$ cat src/rtl/match_eliminate.sv
// match_eliminate: clears every run of >= MIN_RUN equal non-empty cells; result 2N+1 cycles after start, start ignored while busy.
// Optional MATCH_SCORE_EN builds the saturating score accumulator (score tied to 0 otherwise).
module match_eliminate #(
    parameter int N       = 8,
    parameter int W       = 3,
    parameter int MIN_RUN = 3
) (
    input  logic             clk,
    input  logic             rst,
    input  logic             start,
    input  logic [N*N*W-1:0] board_in,
    output logic             busy,
    output logic             done,
    output logic [N*N*W-1:0] board_out,
    output logic [N*N-1:0]   clear_mask,
    output logic             match_found,
    output logic [6:0]       cleared_count,
    output logic [15:0]      score
);

    localparam int IW = (N > 1) ? $clog2(N) : 1;

    typedef enum logic [1:0] {
        S_IDLE,
        S_SCAN_H,
        S_SCAN_V,
        S_COMMIT
    } state_t;

    state_t             r_state;
    state_t             w_state_nxt;
    logic [IW-1:0]      r_idx;
    logic [N*N*W-1:0]   r_snap;
    logic [N*N-1:0]     r_mask;

    logic               w_last;
    logic               w_accept;
    logic               w_scan;
    logic               w_commit;
    logic [W-1:0]       w_line [N];
    logic [N-2:0]       w_eq;
    logic [N-1:0]       w_mark;
    logic               w_win;
    logic [N*N-1:0]     w_mask_nxt;
    logic [6:0]         w_popcnt;
    logic [N*N*W-1:0]   w_board_clr;

    assign w_last   = (r_idx == IW'(N - 1));
    assign w_accept = (r_state == S_IDLE) && start;
    assign w_scan   = (r_state == S_SCAN_H) || (r_state == S_SCAN_V);
    assign w_commit = (r_state == S_COMMIT);
    assign busy     = (r_state != S_IDLE);

    always_ff @(posedge clk or posedge rst) begin
        if (rst) begin
            r_state <= S_IDLE;
        end else begin
            r_state <= w_state_nxt;
        end
    end

    always_comb begin
        w_state_nxt = r_state;
        case (r_state)
            S_IDLE:   if (start)  w_state_nxt = S_SCAN_H;
            S_SCAN_H: if (w_last) w_state_nxt = S_SCAN_V;
            S_SCAN_V: if (w_last) w_state_nxt = S_COMMIT;
            S_COMMIT: w_state_nxt = S_IDLE;
            default:  w_state_nxt = S_IDLE;
        endcase
    end

    // The indexed row (SCAN_H) or column (SCAN_V) presented as one line of N cells.
    always_comb begin
        for (int j = 0; j < N; j++) begin
            if (r_state == S_SCAN_V) begin
                w_line[j] = r_snap[(j*N + int'(r_idx))*W +: W];
            end else begin
                w_line[j] = r_snap[(int'(r_idx)*N + j)*W +: W];
            end
        end
    end

    // A cell is marked when some MIN_RUN-wide window covering it is all equal and non-zero;
    // the union of such windows is exactly the set of maximal runs >= MIN_RUN.
    always_comb begin
        w_eq   = '0;
        w_mark = '0;
        w_win  = 1'b0;
        for (int j = 0; j < N - 1; j++) begin
            w_eq[j] = (w_line[j] != '0) && (w_line[j] == w_line[j+1]);
        end
        for (int s = 0; s <= N - MIN_RUN; s++) begin
            w_win = 1'b1;
            for (int k = 0; k < MIN_RUN - 1; k++) begin
                w_win = w_win & w_eq[s+k];
            end
            if (w_win) begin
                for (int k = 0; k < MIN_RUN; k++) begin
                    w_mark[s+k] = 1'b1;
                end
            end
        end
    end

    always_comb begin
        w_mask_nxt = r_mask;
        for (int r = 0; r < N; r++) begin
            for (int c = 0; c < N; c++) begin
                if ((r_state == S_SCAN_H && int'(r_idx) == r && w_mark[c]) ||
                    (r_state == S_SCAN_V && int'(r_idx) == c && w_mark[r])) begin
                    w_mask_nxt[r*N + c] = 1'b1;
                end
            end
        end
    end

    always_comb begin
        w_popcnt    = '0;
        w_board_clr = r_snap;
        for (int k = 0; k < N*N; k++) begin
            w_popcnt = w_popcnt + {6'd0, r_mask[k]};
            if (r_mask[k]) begin
                w_board_clr[k*W +: W] = '0;
            end
        end
    end

    always_ff @(posedge clk or posedge rst) begin
        if (rst) begin
            r_idx         <= '0;
            r_snap        <= '0;
            r_mask        <= '0;
            done          <= 1'b0;
            board_out     <= '0;
            clear_mask    <= '0;
            match_found   <= 1'b0;
            cleared_count <= '0;
        end else begin
            done <= w_commit;
            if (w_accept) begin
                r_snap <= board_in;
                r_mask <= '0;
                r_idx  <= '0;
            end else if (w_scan) begin
                r_mask <= w_mask_nxt;
                r_idx  <= w_last ? '0 : r_idx + 1'b1;
            end
            if (w_commit) begin
                board_out     <= w_board_clr;
                clear_mask    <= r_mask;
                match_found   <= |r_mask;
                cleared_count <= w_popcnt;
            end
        end
    end

`ifdef MATCH_SCORE_EN
    logic [7:0]  r_runs;
    logic [15:0] r_score;
    logic [3:0]  w_line_runs;
    logic        w_long;
    logic [16:0] w_score_sum;

    // Count each maximal run of >= MIN_RUN+1 once, at its first cell.
    always_comb begin
        w_line_runs = '0;
        w_long      = 1'b0;
        for (int s = 0; s <= N - 1 - MIN_RUN; s++) begin
            w_long = (s == 0) || !w_eq[(s > 0) ? s - 1 : 0];
            for (int k = 0; k < MIN_RUN; k++) begin
                w_long = w_long & w_eq[s+k];
            end
            w_line_runs = w_line_runs + {3'd0, w_long};
        end
    end

    assign w_score_sum = {1'b0, r_score} + 17'(w_popcnt) + 17'({r_runs, 1'b0});

    always_ff @(posedge clk or posedge rst) begin
        if (rst) begin
            r_runs  <= '0;
            r_score <= '0;
        end else begin
            if (w_accept) begin
                r_runs <= '0;
            end else if (w_scan) begin
                r_runs <= r_runs + 8'(w_line_runs);
            end
            if (w_commit) begin
                r_score <= w_score_sum[16] ? 16'hFFFF : w_score_sum[15:0];
            end
        end
    end

    assign score = r_score;
`else
    assign score = '0;
`endif

endmodule

$ cat config.mk
export PLATFORM = sky130hd
export DESIGN_NAME = match_eliminate
export DESIGN_NICKNAME = d
export VERILOG_FILES = /design/src/rtl/match_eliminate.sv
export SDC_FILE = /design/constraint.sdc
export NUM_CORES = 1
export LEC_CHECK = 0
export BUFFER_PORTS_ARGS = -buffer_cell sky130_fd_sc_hd__buf_4
export CORE_UTILIZATION = 28
export DETAILED_ROUTE_END_ITERATION = 12
export PLACE_DENSITY = 0.46
export SYNTH_ARGS = -nofsm -noshare
export SYNTH_HDL_FRONTEND = slang
export SYNTH_SLANG_ARGS = --single-unit
$ cat constraint.sdc
create_clock -name clk -period 41.3 [get_ports clk]
set_clock_uncertainty 0.05 [all_clocks]
set_input_delay 2.065 -clock clk [delete_from_list [all_inputs] [get_ports clk]]
set_output_delay 2.065 -clock clk [all_outputs]
set_load 0.1 [all_outputs]
==> results_dict.tcl, run 1 <==
set metrics [dict create \
    grt_usage_pct 24.23 \
    timing.reg2reg.setup_slack_ns 35.01 \
    regToRegEndpoint "cleared_count[5]$_DFFE_PP0P_" \
    cts_setup_buffers 0 \
    outcome "completed" \
    diodes 0 \
    die_h_um 311.1 \
    cts_tree "yes" \
    cts_sinks 526 \
    relSlewSlack_pct 16.97 \
    synthFlopType "dfrtp_1" \
    core-area_mm2 0.09487 \
    ys_seq_area_share_pct 49.20 \
    post-route-period-util_pct 15.23 \
    clk_pin_slew_ns 0.07 \
    synth_simple_gate_area_share_pct 17.45 \
    synth_compound_area_share_pct 11.50 \
    cts_root_buf "clkbuf_16" \
    synth_area_leaders "dfrtp_1, nand2_1, o21ai_0, fa_1, inv_1" \
    hp-start "r_snap[77]$_DFFE_PP0P_" \
    synthCells 2862 \
    fin_nets 3524 \
    ys_warn_count 0 \
    routed_wirelength_mm 118.1 \
    pin_count 477 \
    path_max_fanout 5 \
    async_reset_ff_share_pct 100.0 \
    syn2layout_area_growth_pct 24.35 \
    cp_slowest_cell "fa_1" \
    yosysMostFrequentCell "nand2_1" \
    grt-ovfl-total 0 \
    die-area_mm2 0.09678 \
    max_stage_delay_ns 0.54 \
    syn-cell-area_mm2 0.02675 \
    yosys-top-cells-count "nand2_1, dfrtp_1, inv_1" \
    hpwl_mm 88.24 \
    worstPathArrival_ns 6.73 \
    clock_latency_ns 0.62 \
    timing.critical_path.buf_inv 6 \
    worstSetupEndpointType "flop" \
    finalCriticalPeriod_ns 6.289 \
    required_ns 41.74 \
    drt_pass1_iterations 5 \
    antenna_found_initial 3 \
    postRouteAntennaNets 0 \
    io_buffers 460 \
    max_freq_ghz 0.1590 \
    syn_area_per_cell_um2 9.347 \
    setup_viol 0 \
    drc_errors 0 \
    worst_pin_slew_ns 1.245 \
    yosysTopAreaCell "dfrtp_1" \
    synth.distinct_cells 76 \
    path_common_cell "fa_1" \
    cts_buffer_depth 3 \
    die_w_um 311.1 \
    routed_via_density 4.883 \
    ctsHoldBuffers 0 \
    rows 113 \
    path_cells "inv_1, fa_1, inv_1, fa_1, fa_1, inv_1, fa_1, inv_1, fa_1, fa_1, fa_1, inv_1, fa_1, inv_1, ha_1, a21o_1, a21oi_1, o21bai_1, a21oi_1, xnor2_1, mux2_2" \
    cp_top_family "adder cells" \
    rsz0062_at_grt "no" \
    cts_buffers 67 \
    finalMaxSlewViolations 0 \
    grt_start_max_net_pins 143 \
    synth_adder_area_share_pct 5.304 \
    synth_top_family_by_area "simple AND/OR/NAND/NOR gates" \
    num_vias 22290 \
    post_cts_resized 0 \
    synth_mux_area_share_pct 7.919 \
    grt_pass1_wl_mm 169.4 \
    wl_per_cell_um 25.87 \
    start_kind "flop" \
    ys_seq_elements 526 \
    criticalPathCategory "flop to flop" \
    grt_pass1_vias 22610 \
    synth_xor_area_share_pct 0.7530 \
    synth_top_area_share_pct 49.20 \
    gp_congestion 0.8935 \
    fin_tns_setup_ns 0 \
    hold_path.class "flop to flop" \
    finalHoldViolations 0 \
    drtIter0Drc 1963 \
    whs_endpoint "r_snap[77]$_DFFE_PP0P_" \
    start_util_pct 28.20 \
    r2r-start "r_mask[47]$_DFFE_PP0P_" \
    drv_cap 0 \
    drive_gt1_share_pct 22.30 \
    holdPathStages 2 \
    htreeDepth 3 \
    synth_edf_count 0 \
    reg2regPathDepth 21 \
]
-- logic make-up after synthesis --
family	count (synthesis)
simple gates	1107
other cells	1
flops	526
compound gates	503
mux	152
xor+xnor	23
fa+ha+maj	81
buf+inv	469
-- layout by cell type (no fill, tap or decap), drive strengths merged, types with 54 or more instances in the layout --
| cell type | instances |
|---|---|
| a21oi | 96 |
| o21ai | 258 |
| nor2b | 73 |
| fa | 54 |
| clkbuf | 101 |
| nand2 | 863 |
| dfrtp | 526 |
| mux2 | 77 |
| inv | 290 |
| buf | 482 |
-- stage by stage --
step	worst slack, ns	utilization (%)	area, µm²	instances	hold WS, ns
5_1_grt	34.70	35.06	33260	4565	0.4780
2_1_floorplan	24.49	-	26810	2877	0.4098
4_1_cts	35.00	35.06	33260	4565	0.4626
3_5_place_dp	35.02	32.74	31060	4444	0.4469
6_report	35.01	35.06	33260	4565	0.4559
3_3_place_gp	35.06	32.74	31060	4444	0.4454
-- worst reg2reg max path, stage by stage, from the launching register on --
cell and delay [ns]:
dfrtp_1 0.43, inv_1 0.09, fa_1 0.54, inv_1 0.05, fa_1 0.40, fa_1 0.54, inv_1 0.05, fa_1 0.54
inv_1 0.06, fa_1 0.54, fa_1 0.45, fa_1 0.54, inv_1 0.05, fa_1 0.52, inv_1 0.07, ha_1 0.29
a21o_1 0.16, a21oi_1 0.21, o21bai_1 0.09, a21oi_1 0.17, xnor2_1 0.08, mux2_2 0.25
-- flip-flops by register name (all words and copies together), names as in the netlist --
name           cells
r_state            2
r_mask            64
match_found        1
r_idx              3
board_out        192
cleared_count      7
r_snap           192
clear_mask        64
done               1
-- how the worst max path moves through the flow --
stage / slack (ns) / depth (start not counted) / from / to
5_1_grt: 34.70 / 21 / r_mask[47]$_DFFE_PP0P_ / cleared_count[6]$_DFFE_PP0P_
3_5_place_dp: 35.02 / 21 / r_mask[47]$_DFFE_PP0P_ / cleared_count[5]$_DFFE_PP0P_
4_1_cts: 35.00 / 21 / r_mask[47]$_DFFE_PP0P_ / cleared_count[5]$_DFFE_PP0P_
6_report: 35.01 / 21 / r_mask[47]$_DFFE_PP0P_ / cleared_count[5]$_DFFE_PP0P_
3_3_place_gp: 35.06 / 21 / r_mask[47]$_DFFE_PP0P_ / cleared_count[5]$_DFFE_PP0P_
2_1_floorplan: 24.49 / 1 / rst / board_out[0]$_DFFE_PP0P_
-- cell type report --
class	count	area (µm²)
inverters	289	1092
flip-flops and latches	526	13170
clock buffers	101	1978
repair buffers	482	3643
clock inverters	20	227.7
well taps	1265	1583
fillers	9825	61610
multi-input cells	1882	11570
-- metal layers --
layer | track usage [%] | wire length [µm]
met5 | 0 | 23
met4 | 8.542 | 4130
met3 | 4.286 | 7123
met2 | 39.51 | 56150
met1 | 32.22 | 50650
Power of run 1 is not shown: default switching activity piles up to over one toggle a cycle in this logic, so the estimate is an artifact.
==> run 2: changes to the inputs <==
--- a/config.mk
+++ b/config.mk
@@ -8,7 +8,7 @@
 export BUFFER_PORTS_ARGS = -buffer_cell sky130_fd_sc_hd__buf_4
 export CORE_UTILIZATION = 28
 export DETAILED_ROUTE_END_ITERATION = 12
-export PLACE_DENSITY = 0.46
+export PLACE_DENSITY = 0.47
 export SYNTH_ARGS = -nofsm -noshare
 export SYNTH_HDL_FRONTEND = slang
 export SYNTH_SLANG_ARGS = --single-unit
==> constraint.sdc (replaced) <==
create_clock -name clk -period 5.1 [get_ports clk]
set_clock_uncertainty 0.05 [all_clocks]
set_input_delay 0.255 -clock clk [delete_from_list [all_inputs] [get_ports clk]]
set_output_delay 0.255 -clock clk [all_outputs]
set_load 0.1 [all_outputs]
==> run 2 against run 1 <==
The run now ends with negative setup slack left. Worst hold slack worse by 0.23 ns. Core utilization rose by 2.9 points. Wire length about the same. Count of clock-buffer cells in the layout down 19. Register-to-register slack got worse by 36 ns. Critical path depth is the same. Final cell count up 6.1%. Cell area rose by 8.2%. Global-route usage is 0.19 points lower. Fmax up 6.4%. Sequential share of layout area fell by 3.0 points. Critical endpoint is now cleared_count[4]$_DFFE_PP0P_.
==> results_dict.tcl, run 2 (synthesis results as in run 1) <==
set metrics [dict create \
    layout_setup_ws_ns -0.8091 \
    r2r-start "r_mask[53]$_DFFE_PP0P_" \
    fin_tns_setup_ns -4.400 \
    finalHoldViolations 0 \
    cts_sinks 526 \
    wl_met2_mm 55.20 \
    drv_cap 0 \
    path_max_fanout 2 \
    num_vias 23370 \
    grt_usage_pct 24.04 \
    drtIter0Drc 2022 \
    final_cell_mix "nand2_1, buf_4, dfrtp_1, inv_1, o21ai_0" \
    syn2layout_area_growth_pct 34.53 \
    hold_path.class "primary input to asynchronous set/reset pin" \
    clk_pin_slew_ns 0.06 \
    start_kind "flop" \
    relSlewSlack_pct 24.46 \
    antenna_found_initial 2 \
    drc_errors 0 \
    finalCriticalPeriod_ns 5.909 \
    cts_tree "yes" \
    die-area_mm2 0.09678 \
    max_stage_delay_ns 0.54 \
    setup_viol 7 \
    worst_pin_slew_ns 1.133 \
    io_buffers 460 \
    start_util_pct 28.20 \
    required_ns 5.56 \
    die_h_um 311.1 \
    worstSetupEndpointType "flop" \
    max_freq_ghz 0.1692 \
    outcome "finished, violations left" \
    wl_met1_mm 51.61 \
    hpwl_mm 87.34 \
    cts_buffers 61 \
    die_w_um 311.1 \
    rsz0062_at_grt "yes" \
    grt_start_max_net_pins 199 \
    stdcell_count 4844 \
    grt_pass1_vias 23640 \
    cts_buffer_depth 3 \
    violations "negative setup slack" \
    routed_wirelength_mm 118.0 \
    layout_commonest_cell "nand2_1" \
    path_cells "inv_2, fa_1, inv_1, fa_2, inv_2, fa_1, inv_2, fa_1, fa_1, fa_2, inv_2, fa_2, fa_1, inv_2, ha_4, fa_2, a21oi_2, nor2_1, nor2_2, xnor2_1, mux2_2" \
    drt_pass1_iterations 8 \
    htreeDepth 2 \
    dr_wl_met3_mm 5.980 \
    clock_latency_ns 0.65 \
    fillers 9668 \
    postRouteAntennaNets 0 \
    gp_congestion 0.8971 \
    cp_slowest_cell "fa_1" \
    grt_pass1_wl_mm 170.3 \
    fin_nets 3807 \
    wl_per_cell_um 24.36 \
    fin_area_mm2 0.03599 \
    post-route-period-util_pct 115.9 \
    worstPathArrival_ns 6.36 \
    top_regs "board_out: 192 flops, r_snap: 192 flops" \
    cts_root_buf "clkbuf_16" \
    criticalPathCategory "flop to flop" \
    top_layer_used "met5" \
    finalMaxSlewViolations 0 \
    core-area_mm2 0.09487 \
    placedCellCount 4535 \
    grt-ovfl-total 0 \
    drive_gt1_share_pct 23.98 \
    whs_ns 0.2276 \
    rows 113 \
    placed_area_mm2 0.03186 \
    startpoint "r_mask[53]$_DFFE_PP0P_" \
    pin_count 477 \
    routed_via_density 4.824 \
]
run 2: worst max-delay path: cells and delay by family, from the launching register on:
family / cells / cell delay, ns
compound gates: 1 / 0.13
xor+xnor: 1 / 0.08
fa+ha+maj: 10 / 4.46
buf+inv: 6 / 0.28
flops: 1 / 0.36
mux: 1 / 0.25
simple gates: 2 / 0.17
run 2: per-stage QoR:
stage	utilization [%]	setup WS, ns
global placement	33.59	-0.8332
floorplan	-	-2.353
CTS	37.90	-0.8522
global route	37.93	-1.034
finish	37.93	-0.8091
detailed placement	33.59	-0.8907
run 2: worst paths after layout:
| kind | end | slack (ns) | cells after the start |
|---|---|---|---|
| max | cleared_count[4]$_DFFE_PP0P_ | -0.81 | 21 |
| max in group asynchronous | clear_mask[1]$_DFFE_PP0P_ | 3.30 | 4 |
| min in group clk | r_snap[172]$_DFFE_PP0P_ | 0.28 | 4 |
| min | board_out[49]$_DFFE_PP0P_ | 0.23 | 3 |
| max reg2reg | cleared_count[4]$_DFFE_PP0P_ | -0.81 | 21 |
| min reg2reg | clear_mask[46]$_DFFE_PP0P_ | 0.46 | 1 |
run 2: final cells by class:
type | instances | area [µm²] | share of cell area [%]
well taps | 1265 | 1583 | 4.398
clock inverters | 28 | 361.6 | 1.005
multi-input cells | 1882 | 11640 | 32.34
clock buffers | 82 | 1755 | 4.878
repair buffers | 771 | 6386 | 17.74
flip-flops and latches | 526 | 13170 | 36.60
diodes | 1 | 2.502 | 0.006953
inverters | 289 | 1089 | 3.025
run 2: timing repair:
item | in CTS | in global routing
endpoints found under the setup margin | 7 | 7
setup buffers | 2 | 2
resized for setup | 8 | 7
hold endpoints to repair | 213 | 0
hold buffers | 194 | 0
pin swaps | 14 | 6
run 2: routing by layer:
layer  global-route usage, %  vias up
li1                        -    10710
met1                   32.59    11630
met2                   39.04      854
met3                   2.926      183
met4                   9.427        2
met5                       0        -
Power of run 2 is left out for the same reason.
==> run 3: changes to the inputs <==
--- a/config.mk
+++ b/config.mk
@@ -8,7 +8,7 @@
 export BUFFER_PORTS_ARGS = -buffer_cell sky130_fd_sc_hd__buf_4
 export CORE_UTILIZATION = 28
 export DETAILED_ROUTE_END_ITERATION = 12
-export PLACE_DENSITY = 0.47
+export PLACE_DENSITY = 0.46
 export SYNTH_ARGS = -nofsm -noshare
 export SYNTH_HDL_FRONTEND = slang
 export SYNTH_SLANG_ARGS = --single-unit
==> constraint.sdc (replaced) <==
create_clock -name clk -period 6.45 [get_ports clk]
set_clock_uncertainty 0.05 [all_clocks]
set_input_delay 0.3225 -clock clk [delete_from_list [all_inputs] [get_ports clk]]
set_output_delay 0.3225 -clock clk [all_outputs]
set_load 0.1 [all_outputs]
==> run 3 against run 2 <==
The flow now finishes without violations. Via count about the same. First-iteration DRC count increased by 1.2%. Sequential share of layout area increased by 0.68 points. Sequential cell count unchanged. Critical path depth decreased by 2. Wire length increased by 1.1%. Fmax decreased by 3.9%. Die area unchanged. Count of clock-buffer cells in the layout increased by 6. Worst setup slack improved by 1.1 ns. Non-clock buffer count decreased by 68. Largest cell class unchanged.
==> results_dict.tcl, run 3 (synthesis results as in run 1) <==
set metrics [dict create \
    outcome "completed" \
    grt-ovfl-total 0 \
    cts_sinks 526 \
    gp_congestion 0.9008 \
    relSlewSlack_pct 25.38 \
    postRouteAntennaNets 0 \
    drt_pass1_iterations 6 \
    cts_tree "yes" \
    finalMaxSlewViolations 0 \
    grt_start_max_net_pins 156 \
    finalHoldViolations 0 \
    placed_area_mm2 0.03129 \
    max_freq_ghz 0.1626 \
    grt_usage_pct 24.31 \
    rows 113 \
    clk_pin_slew_ns 0.06 \
    cts_root_buf "clkbuf_16" \
    die_h_um 311.1 \
    clock_latency_ns 0.64 \
    finalCriticalPeriod_ns 6.150 \
    cp_slowest_cell "fa_1" \
    max_stage_delay_ns 0.56 \
    core-area_mm2 0.09487 \
    required_ns 6.92 \
    fin_area_mm2 0.03533 \
    post-route-period-util_pct 95.34 \
    worst_pin_slew_ns 1.119 \
    syn2layout_area_growth_pct 32.06 \
    cts_buffers 61 \
    start_kind "flop" \
    drv_cap 0 \
    cp_top_family "adder cells" \
    num_vias 23390 \
    die_w_um 311.1 \
    hold_path.class "primary input to flop" \
    wl_per_cell_um 24.96 \
    fin_util_pct 37.24 \
    criticalPathCategory "flop to flop" \
    cts_buffer_depth 3 \
    top_regs "board_out: 192 flops, r_snap: 192 flops" \
    io_buffers 460 \
    worstSetupEndpointType "flop" \
    worstPathArrival_ns 6.62 \
    die-area_mm2 0.09678 \
    antenna_found_initial 4 \
    routed_wirelength_mm 119.3 \
    start_util_pct 28.20 \
    rsz0062_at_grt "no" \
    drc_errors 0 \
    final_cell_mix "nand2_1, dfrtp_1, buf_4, inv_1, o21ai_0" \
    drtIter0Drc 2047 \
    fillers 9647 \
    grt_pass1_wl_mm 171.4 \
    setup_viol 0 \
    routed_via_density 4.894 \
    cts_setup_buffers 0 \
    layout_commonest_cell "nand2_1" \
    timing.critical_path.buf_inv 4 \
    path_cells "fa_1, inv_1, fa_1, fa_1, fa_1, inv_1, fa_1, fa_1, fa_1, inv_1, fa_1, inv_1, ha_1, a21o_1, a21oi_1, o21bai_1, a21oi_1, xnor2_1, mux2_2" \
    pin_count 477 \
    grt_pass1_vias 23420 \
    path_max_fanout 5 \
    hpwl_mm 88.91 \
    fin_nets 3739 \
    path_common_cell "fa_1" \
    drive_gt1_share_pct 21.72 \
    htreeDepth 2 \
]
run 3: worst min-delay path, stage by stage:
cell and delay (ns):
buf_4 0.11, o22ai_1 0.12, o21ai_0 0.15
run 3: metrics by stage:
step	hold slack [ns]	cells	worst slack (ns)	setup TNS, ns
final	0.06544	4779	0.3005	0
after global routing	0.07407	4779	0.02276	0
after CTS	0.04478	4778	0.2723	0
after detailed placement	0.3391	4472	0.2868	0
after global placement	0.3465	4472	0.2951	0
after floorplan	0.3779	2877	-1.071	-563.16
run 3: repair_timing:
action	in CTS	in global routing
endpoints found under the setup margin	0	1
hold endpoints to repair	203	0
hold buffers	193	0
gates resized for setup	0	1
run 3: cell type report:
type / count / area, µm² / area share [%]
Antenna cell: 1 / 2.502 / 0.007083
Clock buffer: 88 / 1780 / 5.040
Clock inverter: 25 / 321.6 / 0.9102
Inverter: 289 / 1089 / 3.081
Multi-Input combinational cell: 1882 / 11570 / 32.75
Sequential cell: 526 / 13170 / 37.28
Tap cell: 1265 / 1583 / 4.480
Timing Repair Buffer: 703 / 5811 / 16.45
run 3: worst paths after layout:
path                                       startpoint                      endpoint  slack, ns  cells after the start
setup reg to reg               r_mask[23]$_DFFE_PP0P_  cleared_count[5]$_DFFE_PP0P_       0.30                     19
hold reg to reg            clear_mask[59]$_DFFE_PP0P_    clear_mask[59]$_DFFE_PP0P_       0.46                      1
hold / removal                                  start        r_state[1]$_DFFE_PP0P_       0.07                      3
setup / recovery               r_mask[23]$_DFFE_PP0P_  cleared_count[5]$_DFFE_PP0P_       0.30                     19
min in group asynchronous                         rst     board_out[58]$_DFFE_PP0P_       0.23                      3
max in group asynchronous                         rst    board_out[105]$_DFFE_PP0P_       4.36                      5
run 3: metal layers:
metal / global-route usage, % / vias up / routed length [µm] / share of wire [%]
li1: - / 10560 / - / -
met1: 32.63 / 11750 / 51160 / 43
met2: 40.27 / 906 / 57260 / 48
met3: 3.079 / 173 / 6467 / 5.4
met4: 8.442 / 4 / 4386 / 3.7
met5: 0 / - / 24 / 0.020
Power of run 3 is left out for the same reason.
